### src/rtl/fsm_ctrl_ti_param_if.sv
// Bus bundle for fsm_ctrl_ti_param: control inputs, Mealy outputs and
// the trigger observation signals. The master drives x; the controller
// (slave) drives y, trig and cnt.
interface fsm_ctrl_ti_param_if #(
  parameter int IN_W  = 8,
  parameter int OUT_W = 8,
  parameter int CNT_W = 4
);
  logic [IN_W-1:0]  x;
  logic [OUT_W-1:0] y;
  logic             trig;
  logic [CNT_W-1:0] cnt;

  modport master (output x, input y, input trig, input cnt);
  modport slave  (input x, output y, output trig, output cnt);
endinterface

### src/rtl/fsm_ctrl_ti_param.sv
// Six-state Mealy control FSM with a parametrised rare-event trigger.
// A RUN->CHK transition whose qualifier x[IN_W-1:4] matches TRIG_PAT
// counts as an event; once the count reaches THRESH a sticky armed flag
// switches on one of two payloads (divert CHK->DONE to ERR, or invert y[0]).
module fsm_ctrl_ti_param #(
  parameter int IN_W    = 8,
  parameter int OUT_W   = 8,
  parameter int CNT_W   = 4,
  parameter int THRESH  = 5,
  parameter int MODE    = 0,
  parameter int PAYLOAD = 0,
  parameter logic [((IN_W > 4) ? IN_W - 4 : 1)-1:0] TRIG_PAT = '1
) (
  input  logic               clk,
  input  logic               rst,
  fsm_ctrl_ti_param_if.slave bus
);

  typedef enum logic [2:0] {
    IDLE = 3'd0,
    LOAD = 3'd1,
    RUN  = 3'd2,
    CHK  = 3'd3,
    DONE = 3'd4,
    ERR  = 3'd5
  } state_t;

  localparam logic [CNT_W-1:0] THRESH_V = CNT_W'(THRESH);

  state_t           state;
  state_t           state_nxt;
  logic [CNT_W-1:0] cnt;
  logic [CNT_W-1:0] cnt_nxt;
  logic             armed;
  logic             armed_nxt;
  logic             match;
  logic             event_hit;
  logic [5:0]       y_core;

  // With no qualifier bits every event counts as a match.
  generate
    if (IN_W == 4) begin : g_nomatch
      assign match = 1'b1;
    end else begin : g_match
      assign match = (bus.x[IN_W-1:4] == TRIG_PAT);
    end
  endgenerate

  assign event_hit = (state == RUN) && bus.x[3];

  // State, trigger counter and armed flag all advance on the same edge.
  always_ff @(posedge clk or negedge rst) begin
    if (!rst) begin
      state <= IDLE;
      cnt   <= '0;
      armed <= 1'b0;
    end else begin
      state <= state_nxt;
      cnt   <= cnt_nxt;
      armed <= armed_nxt;
    end
  end

  // Counter update: saturating count of matching events; in consecutive
  // mode a non-matching event restarts the run. Armed never clears here.
  always_comb begin
    cnt_nxt   = cnt;
    armed_nxt = armed;
    if (event_hit) begin
      if (match) begin
        if (cnt != '1) begin
          cnt_nxt = cnt + 1'b1;
        end
      end else if (MODE == 1) begin
        cnt_nxt = '0;
      end
    end
    if (cnt_nxt >= THRESH_V) begin
      armed_nxt = 1'b1;
    end
  end

  // Mealy next-state and output decode, with the armed payload applied last.
  always_comb begin
    state_nxt = state;
    y_core    = '0;
    case (state)
      IDLE: begin
        if (bus.x[0]) begin
          state_nxt = LOAD;
          y_core[0] = 1'b1;
        end
      end
      LOAD: begin
        if (bus.x[1]) begin
          state_nxt = RUN;
          y_core[1] = 1'b1;
        end else if (bus.x[2]) begin
          state_nxt = ERR;
          y_core[5] = 1'b1;
        end
      end
      RUN: begin
        if (bus.x[3]) begin
          state_nxt = CHK;
          y_core[2] = 1'b1;
        end
      end
      CHK: begin
        if (bus.x[2]) begin
          if ((PAYLOAD == 0) && armed) begin
            state_nxt = ERR;
            y_core[5] = 1'b1;
          end else begin
            state_nxt = DONE;
            y_core[3] = 1'b1;
          end
        end else begin
          state_nxt = RUN;
        end
      end
      DONE: begin
        state_nxt = IDLE;
        y_core[4] = 1'b1;
      end
      ERR: begin
        if (!bus.x[0]) begin
          state_nxt = IDLE;
        end else begin
          y_core[5] = 1'b1;
        end
      end
      default: begin
        state_nxt = IDLE;
      end
    endcase
    if ((PAYLOAD == 1) && armed) begin
      y_core[0] = ~y_core[0];
    end
  end

  // Drive the bus; output bits above 5 are always zero.
  always_comb begin
    bus.y      = '0;
    bus.y[5:0] = y_core;
  end

  assign bus.trig = armed;
  assign bus.cnt  = cnt;

endmodule

### src/flat_wrapper.sv
// flat-port wrapper written by rule: the top's interface ports become plain ports
module fsm_ctrl_ti_param_flat 
#(
  parameter int IN_W    = 8,
  parameter int OUT_W   = 8,
  parameter int CNT_W   = 4,
  parameter int THRESH  = 5,
  parameter int MODE    = 0,
  parameter int PAYLOAD = 0,
  parameter logic [((IN_W > 4) ? IN_W - 4 : 1)-1:0] TRIG_PAT = '1
)
  (clk, rst, bus_x, bus_y, bus_trig, bus_cnt);
  fsm_ctrl_ti_param_if #(.IN_W(IN_W), .OUT_W(OUT_W), .CNT_W(CNT_W)) bus_i ();
  input  logic clk;
  input  logic rst;
  input wire logic [$bits(bus_i.x)-1:0] bus_x;
  output wire logic [$bits(bus_i.y)-1:0] bus_y;
  output wire logic [$bits(bus_i.trig)-1:0] bus_trig;
  output wire logic [$bits(bus_i.cnt)-1:0] bus_cnt;
  assign bus_i.x = bus_x;
  assign bus_y = bus_i.y;
  assign bus_trig = bus_i.trig;
  assign bus_cnt = bus_i.cnt;
  fsm_ctrl_ti_param #(.IN_W(IN_W), .OUT_W(OUT_W), .CNT_W(CNT_W), .THRESH(THRESH), .MODE(MODE), .PAYLOAD(PAYLOAD), .TRIG_PAT(TRIG_PAT)) u_core (.clk(clk), .rst(rst), .bus(bus_i));
endmodule
### config.mk
export PLATFORM = sky130hd
export DESIGN_NAME = fsm_ctrl_ti_param_flat
export DESIGN_NICKNAME = d
export VERILOG_FILES = /design/src/rtl/fsm_ctrl_ti_param_if.sv /design/src/rtl/fsm_ctrl_ti_param.sv /design/src/flat_wrapper.sv
export SDC_FILE = /design/constraint.sdc
export NUM_CORES = 1
export LEC_CHECK = 0
export ABC_AREA = 1
export CAP_MARGIN = 15
export CORE_MARGIN = 3
export CORE_UTILIZATION = 37
export CTS_CLUSTER_SIZE = 8
export DETAILED_ROUTE_END_ITERATION = 10
export PLACE_DENSITY = 0.84
export SLEW_MARGIN = 20
export SYNTH_ARGS = -nofsm -noshare
export SYNTH_HDL_FRONTEND = slang
export SYNTH_SLANG_ARGS = --single-unit
### constraint.sdc
create_clock -name clk -period 1.4 [get_ports clk]
set_clock_uncertainty 0.15 [all_clocks]
set_input_delay 0.21 -clock clk [delete_from_list [all_inputs] [get_ports clk]]
set_output_delay 0.21 -clock clk [all_outputs]
set_load 0.005 [all_outputs]
==> results.md <==
* Final setup viols at 14
* Number of vias per cell at 4.97
* Placed insts at 138
* Post-Syn Area at 582 sq um
* I/O pin count at 23
* GP Congestion at between 0.8 and 0.9
* Die width at 45.7 um
* CP top delay family: buffers and inverters
* DIE HEIGHT at 45.7 um
* Top-area cell type share of the netlist area at 0.344
* CP Max Fanout at 6
* Largest net degree at the start of global routing at 9
* Ranking of synthesized cells by area: dfrtp_1 34%, nand2_1 16%, inv_1 9.7%, nand3_1 6.9%, nor2_1 5.2%
* CP Depth at 4
* Leak at 0.564 nW
* Initial antenna violation count at 0
* Remaining Overflow, GRT at 0
* Worst path arrival time at 1.31 ns
* EDFF count, synth at 0
* Clk sinks at 8
* Pwr/cell area at 1580 mW/mm^2
* WL/cell at 14.4 um
* Total power at 1.83 mW
* Input/output buffers at 20
* Worst ir drop on vdd at about 1.2 mV
* RSZ-0062 raised after global routing: true
* Leading area contributor after synthesis: dfrtp_1
* Max Clock Freq at 600 MHz
* Initial DRC count at 11
* Setup CP Type: reg -> out
* CP Data Required Time at 1.04 ns
* Root buffer cell: clkbuf_4
* Die ar. at 0.00208 sq mm
* Clock buffer depth at 2
* H-tree levels at 1
* Worst hold path class: in -> async
* Worst hold slack at 0.0851 ns
* Status: finished with violations
* Area delta synth->final at 98.9%
* GRT Util Overall at 0.229
* First drt pass iteration count at 4
* Post-route setup slack at -0.266 ns
* Final WL at 2230 um
* Bufs and invs on worst path at 2
* DRC errors left at 0
* CTS tree: yes
* Vias in the first global route at 746
* Top FF cell, synth: dfrtp_1
* Initial Util at 0.421
* Share of cells above drive strength 1 at 0.536
* Fill cells at 83
* Core Area at 0.00138 sq mm
* Final Non-Filler Cells at ~160
* Violated checks: setup timing
* Yosys Warn Count at 0
* Worst reg2reg path depth at 10
* FF+latch count, synth at 8
* Max-slew violations at 0
* CP endpoint kind: primary output
* Most common library cells after synthesis: 25 x nand2_1, 15 x inv_1, 8 x dfrtp_1, 8 x nand3_1, 8 x nor2_1
* Slowest Stage Delay on Critical Path at between 0.3 and 0.4 ns
* CTS Hold Buffers Added at 0
* Final period util at 1.19
* Tmin final at 1.67 ns
* Mean Syn Cell Area at ~6.6 sq um
* Vias post-DR at between 700 and 800
* Most common cell in the netlist: nand2_1
* Antenna Cells at 0
* Critical Path Source Type: flip-flop
* Post-synth ARST share at 1.00
* Nets at about 150
* Clock slew at reported path FFs at 0.05 ns
* CP Cell Sequence: buf_4, nand2_2, nor3_2, clkdlybuf4s15_2
* Hold Vio Cnt, Final at 0
* Antenna viol nets, final at 0
* Post-synthesis cell count at between 80 and 90
* CTS Buf Count at 3
* Global-route wire length before repair at approximately 3300 um
* MaxCap Viol Count at 0
* Worst path slowest cell: dfrtp_1
* Row count at 13
* Seq/Total Area, Yosys at 0.344
* Synth cell types at 20
* Clock Latency Late Sink at 0.25 ns
* Hpwl dp at about 1300 um
-- report_power, final --
group	internal, mW	leakage, nW	switching (mW)
logic	0.656	0.464	0.655
clock network	0.0976	0.0138	0.0716
registers	0.293	0.0865	0.0570
total	1.05	0.564	0.784
-- state kept, by name, summed over array words and instances (netlist names) --
register / flops
u_core.bus.trig: 1
u_core.state: 3
u_core.bus.cnt: 4
-- timing repair --
| action | 4_1_cts | 5_1_grt |
|---|---|---|
| buffers inserted | 7 | 7 |
| resized for setup | 50 | 22 |
| gates cloned | 0 | 0 |
| pin swaps | 13 | 9 |
| setup endpoints to repair | 15 | 17 |
-- worst reg2reg max path, delay by kind of cell, from the launching register on --
family          cells  cell delay (ns)
compound gates      1             0.15
buf+inv             2             0.28
flops               1             0.42
simple gates        7             0.60
-- cells by family (layout without fill, tap and decap cells) --
logic type                 Yosys count  count (layout)  synth area share
AOI/OAI and AO/OA                    7               7            0.0839
DFF                                  8               8             0.344
buffers and inverters               20              71             0.148
other                                1               2           0.00645
adders and majority gates            1               1            0.0215
and+or+nand+nor                     51              51             0.396
-- through the flow --
stage	TNS (ns)	cell area, sq um	util	worst slack, ns
after floorplan	-0.0456	588	-	-0.0456
after global placement	-3.02	912	0.660	-0.534
after detailed placement	-3.62	912	0.660	-0.627
after CTS	-1.66	1040	0.753	-0.255
after global routing	-2.96	1160	0.837	-0.350
final	-2.17	1160	0.837	-0.266
-- cell type report --
class	count	area (sq um)	share of cell area
Clock buffer	3	22.5	0.0195
Inverter	17	66.3	0.0573
Multi-Input combinational cell	61	424	0.366
Sequential cell	8	200	0.173
Tap cell	15	18.8	0.0162
Timing Repair Buffer	51	425	0.368
-- layer usage --
layer / track usage / routed length [um]
met5: 0 / 0
met4: 0.199 / 91
met3: 0.0514 / 111
met2: 0.368 / 1100
met1: 0.250 / 927
-- cell usage in the layout, fill, tap and decap left out, drive strengths merged --
| master | instances |
|---|---|
| a21oi | 3 |
| a31o | 1 |
| buf | 35 |
| clkbuf | 5 |
| clkdlybuf4s15 | 3 |
| clkdlybuf4s50 | 9 |
| conb | 2 |
| dfrtp | 8 |
| dlygate4sd2 | 2 |
| ha | 1 |
| inv | 17 |
| nand2 | 26 |
| nand3 | 8 |
| nand3b | 1 |
| nand4 | 1 |
| nor2 | 12 |
| nor3 | 3 |
| o211ai | 1 |
| o21ai | 2 |
-- final timing paths --
check                           startpoint                end  slack (ns)
min                                    rst    u_core.state[1]        0.09
min in group clk           u_core.bus.trig    u_core.bus.trig        0.52
min reg2reg                u_core.bus.trig    u_core.bus.trig        0.52
max reg2reg                u_core.state[1]    u_core.bus.trig       -0.26
max in group asynchronous              rst  u_core.bus.cnt[3]        0.76
max                        u_core.state[0]           bus_y[3]       -0.27
Power figures use the tool's default switching activity.
